--- config.mk ---
export PLATFORM = sky130hd
export DESIGN_NAME = muldiv_sequencer
export DESIGN_NICKNAME = d
export VERILOG_FILES = /design/src/rtl/muldiv_sequencer.sv
export SDC_FILE = /design/constraint.sdc
export NUM_CORES = 2
export LEC_CHECK = 0
export BUFFER_PORTS_ARGS = -buffer_cell sky130_fd_sc_hd__buf_4
export CORE_UTILIZATION = 61
export DETAILED_ROUTE_END_ITERATION = 12
export PLACE_DENSITY = 0.76
export SKIP_CTS_REPAIR_TIMING = 1
export SYNTH_ARGS = -nofsm -noshare
export SYNTH_HDL_FRONTEND = slang
export SYNTH_SLANG_ARGS = --single-unit
export TNS_END_PERCENT = 100
--- constraint.sdc ---
create_clock -name clk -period 11.28 [get_ports clk]
set_input_delay 0.564 -clock clk [delete_from_list [all_inputs] [get_ports clk]]
set_output_delay 0.564 -clock clk [all_outputs]
set_load 0.005 [all_outputs]
--- src/rtl/muldiv_sequencer.sv ---
`default_nettype none
// ============================================================================
// Module   : muldiv_sequencer
// Purpose  : Multi-cycle RV32M multiply/divide unit for the EX stage.
//            A small FSM (IDLE/MUL/DIV/FIX) sequences a registered multiply
//            with MUL_LAT cycles of latency and a radix-2 restoring divider
//            that runs WIDTH iterations plus one sign-fix cycle.
//            Divide-by-zero and signed overflow finish in one cycle.
// Ports    : clk            - clock, all state on rising edge
//            reset          - synchronous, active-high
//            start          - request, accepted only while busy==0
//            op[2:0]        - RV32M funct3 (MUL..REMU)
//            a, b           - rs1/rs2 operands, sampled on accepted start
//            flush          - abort in-flight op, drop same-cycle start
//            busy           - op in flight, stage must stall
//            done           - one-cycle pulse, result valid
//            result         - result, held until the next completion
// Config   : MULDIV_RESULT_CACHE_EN - when defined, remembers the last
//            normal divide so a matching DIV/DIVU/REM/REMU finishes in one
//            cycle. Invalidated by reset, flush and any multiply.
// Revision : 1.0 - initial release
// ============================================================================
module muldiv_sequencer #(
    parameter int WIDTH   = 32,
    parameter int MUL_LAT = 2
) (
    input  logic             clk,
    input  logic             reset,
    input  logic             start,
    input  logic [2:0]       op,
    input  logic [WIDTH-1:0] a,
    input  logic [WIDTH-1:0] b,
    input  logic             flush,
    output logic             busy,
    output logic             done,
    output logic [WIDTH-1:0] result
);

    localparam int CW = $clog2(WIDTH) + 1;
    localparam logic [CW-1:0]    c_one      = CW'(1);
    localparam logic [CW-1:0]    c_mul_last = CW'(MUL_LAT - 1);
    localparam logic [CW-1:0]    c_div_last = CW'(WIDTH - 1);
    localparam logic [WIDTH-1:0] c_int_min  = {1'b1, {(WIDTH-1){1'b0}}};

    typedef enum logic [1:0] {
        S_IDLE = 2'd0,
        S_MUL  = 2'd1,
        S_DIV  = 2'd2,
        S_FIX  = 2'd3
    } state_t;

    state_t           r_state;
    logic [CW-1:0]    r_count;
    logic [WIDTH-1:0] r_mul_res;
    logic [WIDTH-1:0] r_quo;      // dividend shifts out, quotient shifts in
    logic [WIDTH-1:0] r_rem;
    logic [WIDTH-1:0] r_dvs;
    logic             r_neg_q;
    logic             r_neg_r;
    logic             r_is_rem;

    // ---------------- multiply: product formed from the request operands
    // MUL takes the low half, so its signedness is irrelevant.
    logic               w_a_sgn, w_b_sgn;
    logic [WIDTH:0]     w_a_ext, w_b_ext;
    logic [2*WIDTH-1:0] w_ma, w_mb, w_prod;
    logic [WIDTH-1:0]   w_mul_sel;

    assign w_a_sgn   = a[WIDTH-1] & (op[1:0] != 2'b11);   // MULHU: a unsigned
    assign w_b_sgn   = b[WIDTH-1] & ~op[1];               // MULHSU/MULHU: b unsigned
    assign w_a_ext   = {w_a_sgn, a};
    assign w_b_ext   = {w_b_sgn, b};
    // Two's-complement product modulo 2^(2W) is exact for the bits we keep.
    assign w_ma      = {{(WIDTH-1){w_a_ext[WIDTH]}}, w_a_ext};
    assign w_mb      = {{(WIDTH-1){w_b_ext[WIDTH]}}, w_b_ext};
    assign w_prod    = w_ma * w_mb;
    assign w_mul_sel = (op[1:0] == 2'b00) ? w_prod[WIDTH-1:0] : w_prod[2*WIDTH-1:WIDTH];

    // ---------------- divide: request decode
    logic             w_div_signed, w_a_neg, w_b_neg;
    logic [WIDTH-1:0] w_a_mag, w_b_mag;
    logic             w_div_zero, w_div_ovf;
    logic [WIDTH-1:0] w_spec_res;
    logic             w_cache_hit;
    logic [WIDTH-1:0] w_cache_res;

    assign w_div_signed = ~op[0];
    assign w_a_neg      = w_div_signed & a[WIDTH-1];
    assign w_b_neg      = w_div_signed & b[WIDTH-1];
    assign w_a_mag      = w_a_neg ? -a : a;
    assign w_b_mag      = w_b_neg ? -b : b;
    assign w_div_zero   = (b == '0);
    assign w_div_ovf    = w_div_signed & (a == c_int_min) & (b == '1);
    // op[1] selects remainder. Zero: q=~0, r=a. Overflow: q=a, r=0.
    assign w_spec_res   = w_div_zero ? (op[1] ? a : '1) : (op[1] ? '0 : a);

    // ---------------- divide: one restoring step per cycle
    logic [WIDTH:0]   w_shift, w_diff;
    logic [WIDTH-1:0] w_q_fix, w_r_fix;

    assign w_shift = {r_rem, r_quo[WIDTH-1]};
    assign w_diff  = w_shift - {1'b0, r_dvs};
    assign w_q_fix = r_neg_q ? -r_quo : r_quo;
    assign w_r_fix = r_neg_r ? -r_rem : r_rem;

    // ---------------- sequencer
    always_ff @(posedge clk) begin
        if (reset) begin
            r_state   <= S_IDLE;
            busy      <= 1'b0;
            done      <= 1'b0;
            result    <= '0;
            r_count   <= '0;
            r_mul_res <= '0;
            r_quo     <= '0;
            r_rem     <= '0;
            r_dvs     <= '0;
            r_neg_q   <= 1'b0;
            r_neg_r   <= 1'b0;
            r_is_rem  <= 1'b0;
        end else begin
            done <= 1'b0;
            if (flush) begin
                // Abort wins over everything, including a same-cycle start.
                r_state <= S_IDLE;
                busy    <= 1'b0;
                r_count <= '0;
            end else begin
                case (r_state)
                    S_IDLE: begin
                        if (start) begin
                            if (!op[2]) begin
                                if (MUL_LAT == 1) begin
                                    result <= w_mul_sel;
                                    done   <= 1'b1;
                                end else begin
                                    r_mul_res <= w_mul_sel;
                                    r_count   <= c_one;
                                    r_state   <= S_MUL;
                                    busy      <= 1'b1;
                                end
                            end else if (w_div_zero || w_div_ovf) begin
                                result <= w_spec_res;
                                done   <= 1'b1;
                            end else if (w_cache_hit) begin
                                result <= w_cache_res;
                                done   <= 1'b1;
                            end else begin
                                r_quo    <= w_a_mag;
                                r_rem    <= '0;
                                r_dvs    <= w_b_mag;
                                r_neg_q  <= w_a_neg ^ w_b_neg;
                                r_neg_r  <= w_a_neg;
                                r_is_rem <= op[1];
                                r_count  <= '0;
                                r_state  <= S_DIV;
                                busy     <= 1'b1;
                            end
                        end
                    end
                    S_MUL: begin
                        if (r_count == c_mul_last) begin
                            result  <= r_mul_res;
                            done    <= 1'b1;
                            busy    <= 1'b0;
                            r_count <= '0;
                            r_state <= S_IDLE;
                        end else begin
                            r_count <= r_count + c_one;
                        end
                    end
                    S_DIV: begin
                        if (!w_diff[WIDTH]) begin
                            r_rem <= w_diff[WIDTH-1:0];
                            r_quo <= {r_quo[WIDTH-2:0], 1'b1};
                        end else begin
                            r_rem <= w_shift[WIDTH-1:0];
                            r_quo <= {r_quo[WIDTH-2:0], 1'b0};
                        end
                        if (r_count == c_div_last) begin
                            r_count <= '0;
                            r_state <= S_FIX;
                        end else begin
                            r_count <= r_count + c_one;
                        end
                    end
                    S_FIX: begin
                        result  <= r_is_rem ? w_r_fix : w_q_fix;
                        done    <= 1'b1;
                        busy    <= 1'b0;
                        r_state <= S_IDLE;
                    end
                    default: begin
                        r_state <= S_IDLE;
                        busy    <= 1'b0;
                    end
                endcase
            end
        end
    end

`ifdef MULDIV_RESULT_CACHE_EN
    // ---------------- last-divide result cache
    logic             r_cache_valid, r_cache_signed, r_pend_signed;
    logic [WIDTH-1:0] r_cache_a, r_cache_b, r_cache_quo, r_cache_rem;
    logic [WIDTH-1:0] r_pend_a, r_pend_b;
    logic             w_idle_start, w_div_load;

    assign w_idle_start = (r_state == S_IDLE) & start & ~flush;
    assign w_div_load   = w_idle_start & op[2] & ~w_div_zero & ~w_div_ovf & ~w_cache_hit;
    assign w_cache_hit  = r_cache_valid & (a == r_cache_a) & (b == r_cache_b)
                        & (w_div_signed == r_cache_signed);
    assign w_cache_res  = op[1] ? r_cache_rem : r_cache_quo;

    always_ff @(posedge clk) begin
        if (reset) begin
            r_cache_valid  <= 1'b0;
            r_cache_signed <= 1'b0;
            r_cache_a      <= '0;
            r_cache_b      <= '0;
            r_cache_quo    <= '0;
            r_cache_rem    <= '0;
            r_pend_a       <= '0;
            r_pend_b       <= '0;
            r_pend_signed  <= 1'b0;
        end else if (flush || (w_idle_start && !op[2])) begin
            r_cache_valid <= 1'b0;
        end else begin
            // Operands of the divide in flight; committed when it completes.
            if (w_div_load) begin
                r_pend_a      <= a;
                r_pend_b      <= b;
                r_pend_signed <= w_div_signed;
            end
            if (r_state == S_FIX) begin
                r_cache_valid  <= 1'b1;
                r_cache_a      <= r_pend_a;
                r_cache_b      <= r_pend_b;
                r_cache_signed <= r_pend_signed;
                r_cache_quo    <= w_q_fix;
                r_cache_rem    <= w_r_fix;
            end
        end
    end
`else
    assign w_cache_hit = 1'b0;
    assign w_cache_res = '0;
`endif

endmodule
`default_nettype wire

# After elaboration in Yosys (flattened, before gate mapping)
# Index checks and enable logic that the tools add are counted.
dict set report totals {
  ff_bits 173
  inputBits 71
  out_inout_bits 34
  wordCells 107
}
dict set report classes {
  n_addsub 6
  multipliers 1
  eq_ne 15
  n_mux 46
  n_bitwise 12
  n_reduce_logical 15
}
# op n
set ops {}
lappend ops {{two-way mux 32 bit} 20}
lappend ops {{negation 32 bit} 4}
lappend ops {{case mux 32 bit (2 select lines)} 2}
lappend ops {{case mux 32 bit (3 select lines)} 1}
lappend ops {{equality test 32 bit, second input constant} 2}
lappend ops {{multiplier 33 x 33 -> 64 bit} 1}
lappend ops {{subtractor 33 x 32 -> 33 bit} 1}
lappend ops {{logical NOT 32 bit} 1}
lappend ops {{two-way mux 6 bit} 5}
lappend ops {{case mux 6 bit (3 select lines)} 1}
lappend ops {{!= test 2 bit, second input constant} 7}
lappend ops {{AND reduction 4 bit} 3}
lappend ops {{two-way mux 2 bit} 5}
lappend ops {{AND reduction 5 bit} 2}
lappend ops {{two-way mux 1 bit} 9}
lappend ops {{case mux 2 bit (4 select lines)} 1}
lappend ops {{adder 6 x 1 -> 6 bit, second input constant} 1}
lappend ops {{bitwise AND 1 bit} 6}
lappend ops {{equality test 6 x 1 -> 1 bit, second input constant} 1}
lappend ops {{equality test 6 x 5 -> 1 bit, second input constant} 1}
lappend ops {{case mux 1 bit (3 select lines)} 2}
lappend ops {{AND reduction 6 bit} 1}
lappend ops {{nonzero test 3 bit} 2}
lappend ops {{NOT 1 bit} 5}
lappend ops {{other kinds (9)} 11}

# Longest topological paths before layout
dict set report logic_depth {
  word_depth 8
  ltp_mapped 31
  mapped_depth_nobuf 28
}

# Worst setup path before layout
# OpenSTA, ideal clock, no wires.
dict set report synth_timing {
  kind {input-to-reg}
  start {input port a[31]}
  end {register r_mul_res[26]}
  setup_time_ns 0.091
  arrival_time_ns 8.672
  t_required_ns 11.189
  setup_slack_ns 2.517
  stages 28
  n_path_buf 3
  cell_sequence {clkbuf_1 a21boi_0 clkbuf_1 clkbuf_1 nand2_1 fa_1 fa_1 inv_1 fa_1 inv_1 fa_1 inv_1 fa_1 fa_1 fa_1 inv_1 fa_1 inv_1 ha_1 a21o_1 a21o_1 a21o_1 nor3b_1 a21oi_1 a31oi_1 o21ai_0 xnor2_1 a311oi_1}
}
dict set report synth_between {
  elab_chain_len 3
}
# element line
set synth_lines {}
lappend synth_lines {{start, declared} 31} ;# input logic [WIDTH-1:0] a,
lappend synth_lines {{bitwise AND 1 bit} 69} ;# assign w_a_sgn = a[WIDTH-1] & (op[1:0] != 2'b11);
lappend synth_lines {{multiplier 33 x 33 -> 64 bit *} 76} ;# assign w_prod = w_ma * w_mb;
lappend synth_lines {{two-way mux 32 bit *} 77} ;# assign w_mul_sel = (op[1:0] == 2'b00) ? w_prod[WIDTH-1:0] : w_prod[2*WIDTH-1:WIDTH];
lappend synth_lines {{end signal, assigned} 137} ;# r_mul_res <= w_mul_sel;
lappend synth_lines {{end, declared} 54} ;# logic [WIDTH-1:0] r_mul_res;
# Every way passes the cells marked *; elsewhere a longest branch is shown, timed or not.
# A chain may end at the register's enable or synchronous reset.

# Worst setup path in the final report
dict set report layout_timing {
  start {input port a[31]}
  end {register r_mul_res[31]}
}
# Same word-level chain as after synthesis.

==> metrics.md <==
| Metric | Value |
|---|---|
| Status | finished, final reports clean |
| Setup crit start | a[31] |
| Number of diodes | 0 |
| Core area | 82000 sq um |
| Top post-synthesis cells by count | inv_1 (1151), fa_1 (1126), nand2_1 (1013) |
| Post-Syn Instances | 5956 |
| Layout filler cell count | 6991 |
| Total of max-cap violations | 0 |
| Crit-path max FO | 39 |
| Vias per inst | 6.04 |
| Final wirelength | 148 mm |
| Crit path capture type | flip-flop |
| Port bufs | 104 |
| Total grt overflow | 0 |
| Site row count | 105 |
| Most frequent cell after synthesis | inv_1 |
| CP Class | in2reg |
| Max frequency | 0.107 GHz |
| Async S/R FF share, synth | 0% |
| Residual DRC | 0 |
| Slew at the pin closest to its max-slew limit | 1.20 ns |
| Clk_lat worst skew | 0.46 ns |
| Unrepaired setup endpoints after global routing | false |
| First-pass GRT wire length | 237 mm |
| Mean post-synth cell area | 8.49 sq um |
| Max_slew headroom | 19.6% |
| Worst Path Required | 11.61 ns |
| Synth Area in Compound Gates | 9.34% |
| Post-synth EDFFs | 0 |
| Post-synthesis sequential area ratio | 6.85% |
| CTS tree | yes |
| Hold Startpoint | r_dvs[21] |
| Final min period | 9.31 ns |
| ANT nets after route | 0 |
| Chip Height | 290 um |
| Initial Utilization | 61.7% |
| Inserted Clock Buffers | 17 |
| Nets | 7168 |
| Synth unique cells | 77 |
| DIE WIDTH | 290 um |
| Setup Skew | 0.00996 ns |
| Dominant cells by area after synthesis | fa_1 (45%), inv_1 (8.5%), nand2_1 (7.5%), dfxtp_1 (6.9%), ha_1 (6.3%) |
| Leading area contributor after synthesis | fa_1 |
| Tcrit/Tclk final | 82.6% |
| Clock sinks | 173 |
| Share of post-route cells with drive strength above 1 | 3.56% |
| Clock transition at path regs | 0.08 ns |
| Core Util, Final | 63.4% |
| H-tree depth | 4 |
| Hold_ws | 0.464 ns |
| YS warnings | 0 |
| Share of the synthesized area in the top cell type | 44.6% |
| Total track usage | 36.3% |
| First DRT Iteration DRCs | 3941 |
| Initial antenna violation count | 7 |
| Area grow syn2layout | 2.89% |
| FF+latch count, synth | 173 |
| Synth Flop Type | dfxtp_1 |
| DR pass1 iterations | 8 |
| Final setup fails | 0 |
| Clock Root Buffer | clkbuf_16 |
| Xor/xnor cell area share of the yosys netlist | 3.67% |
| Netlist Area Pre-Place | 50500 sq um |
| Post-synthesis mux area share | 0.752% |
| Largest net degree at the start of global routing | 72 |
| Reg2reg start | r_quo[31] |
| Avg WL per Cell | 21.7 um |
| GP Congestion | 0.972 |
| HPWL Detailed | 110 mm |
| Startpoint class of the critical path | input pin |
| Hold Crit Class | reg2reg |
| Synth Area in Adders | 50.9% |
| Mapped Nets | 7408 |
| Final hold viol count | 0 |
| I/O pin cnt | 105 |
| Pins Over Slew Limit | 0 |
| Worst EP arrival | 9.65 ns |
| Vias in the first global route | 42900 |
| Die Area | 84000 sq um |
| Largest family of logic cells by synthesized area | adder cells |
| Setup_tns | 0 ns |
| CTS max path bufs | 2 |
| Routed vias | 41100 |
| Post-Synth Simple-Gate Area | 16.9% |
-- logic make-up (layout without fill, tap and decap cells) --
| family | count (synthesis) | in the layout |
|---|---|---|
| compound gates | 730 | 730 |
| xor+xnor | 212 | 212 |
| fa+ha+maj | 1381 | 1381 |
| buf+inv | 1540 | 1313 |
| flops | 173 | 173 |
| mux | 38 | 38 |
| simple gates | 1882 | 1882 |
-- layer usage --
metal  GRT usage, %  wire length (um)  vias to the layer above
li1               -                 -                    17600
met1           47.3             55500                    20800
met2           57.0             67500                     2181
met3           9.69             17100                      488
met4           15.8              7530                        4
met5          0.964               122                        -
-- sequential cells by signal (all words and copies together) (netlist names), 2 cells and up --
register	cells
r_dvs	32
r_mul_res	32
r_quo	32
r_rem	32
result	32
r_count	6
r_state	2
-- cell usage in the layout (no fill, tap or decap), drive strengths merged, types with 20 or more instances in the layout --
master     n
o211ai    34
a31oi     28
mux2i     38
inv     1155
nor3      59
and2     358
ha       255
xor2      80
nor4      21
o31ai     35
o21ai    191
a21oi    183
nand2b    20
dfxtp    173
nor2     263
nand2   1013
buf      130
a211oi    69
nand3     32
fa      1126
xnor2    132
a311oi    22
a21o      35
and3      22
-- cell type report --
| type | instances | area, sq um | area share (%) |
|---|---|---|---|
| clock buffers | 18 | 439 | 0.844 |
| clock inverters | 14 | 159 | 0.306 |
| inverters | 1151 | 4320 | 8.31 |
| multi-input cells | 4243 | 41300 | 79.4 |
| flip-flops and latches | 173 | 3460 | 6.66 |
| well taps | 1070 | 1340 | 2.57 |
| repair buffers | 130 | 976 | 1.88 |
-- worst paths after layout --
path,endpoint,slack [ns],cells after the start
max reg2reg,r_rem[25],7.20,14
min,r_dvs[21],0.46,2
min reg2reg,r_dvs[21],0.46,2
max,r_mul_res[31],1.97,28
-- metrics by stage --
stage	instance area (sq um)	std cells	worst slack, ns
2_1_floorplan	50500	5956	2.52
3_3_place_gp	51400	6767	1.77
3_5_place_dp	51400	6767	1.62
4_1_cts	52000	6799	2.05
5_1_grt	52000	6799	1.34
6_report	52000	6799	1.97
-- worst max-delay path, cell delays in order --
cell and delay [ns]:
buf_4 0.45, a21boi_2 0.25, buf_4 0.40, nand2_1 0.21, fa_1 0.58, fa_1 0.51
inv_1 0.07, fa_1 0.79, inv_1 0.30, fa_1 0.67, inv_1 0.48, fa_1 0.54
fa_1 0.54, inv_1 0.05, fa_1 0.45, fa_1 0.49, inv_1 0.04, ha_1 0.34
a21oi_1 0.27, a21boi_0 0.15, o21ai_0 0.17, nand2b_1 0.07, a21oi_1 0.24, o21bai_1 0.09
a211oi_1 0.25, a211oi_1 0.09, xnor2_1 0.15, a2111oi_0 0.41
Power is left out: the tool's default activity adds up to more than one toggle a clock period on the data nets, which glitch-free logic cannot reach.
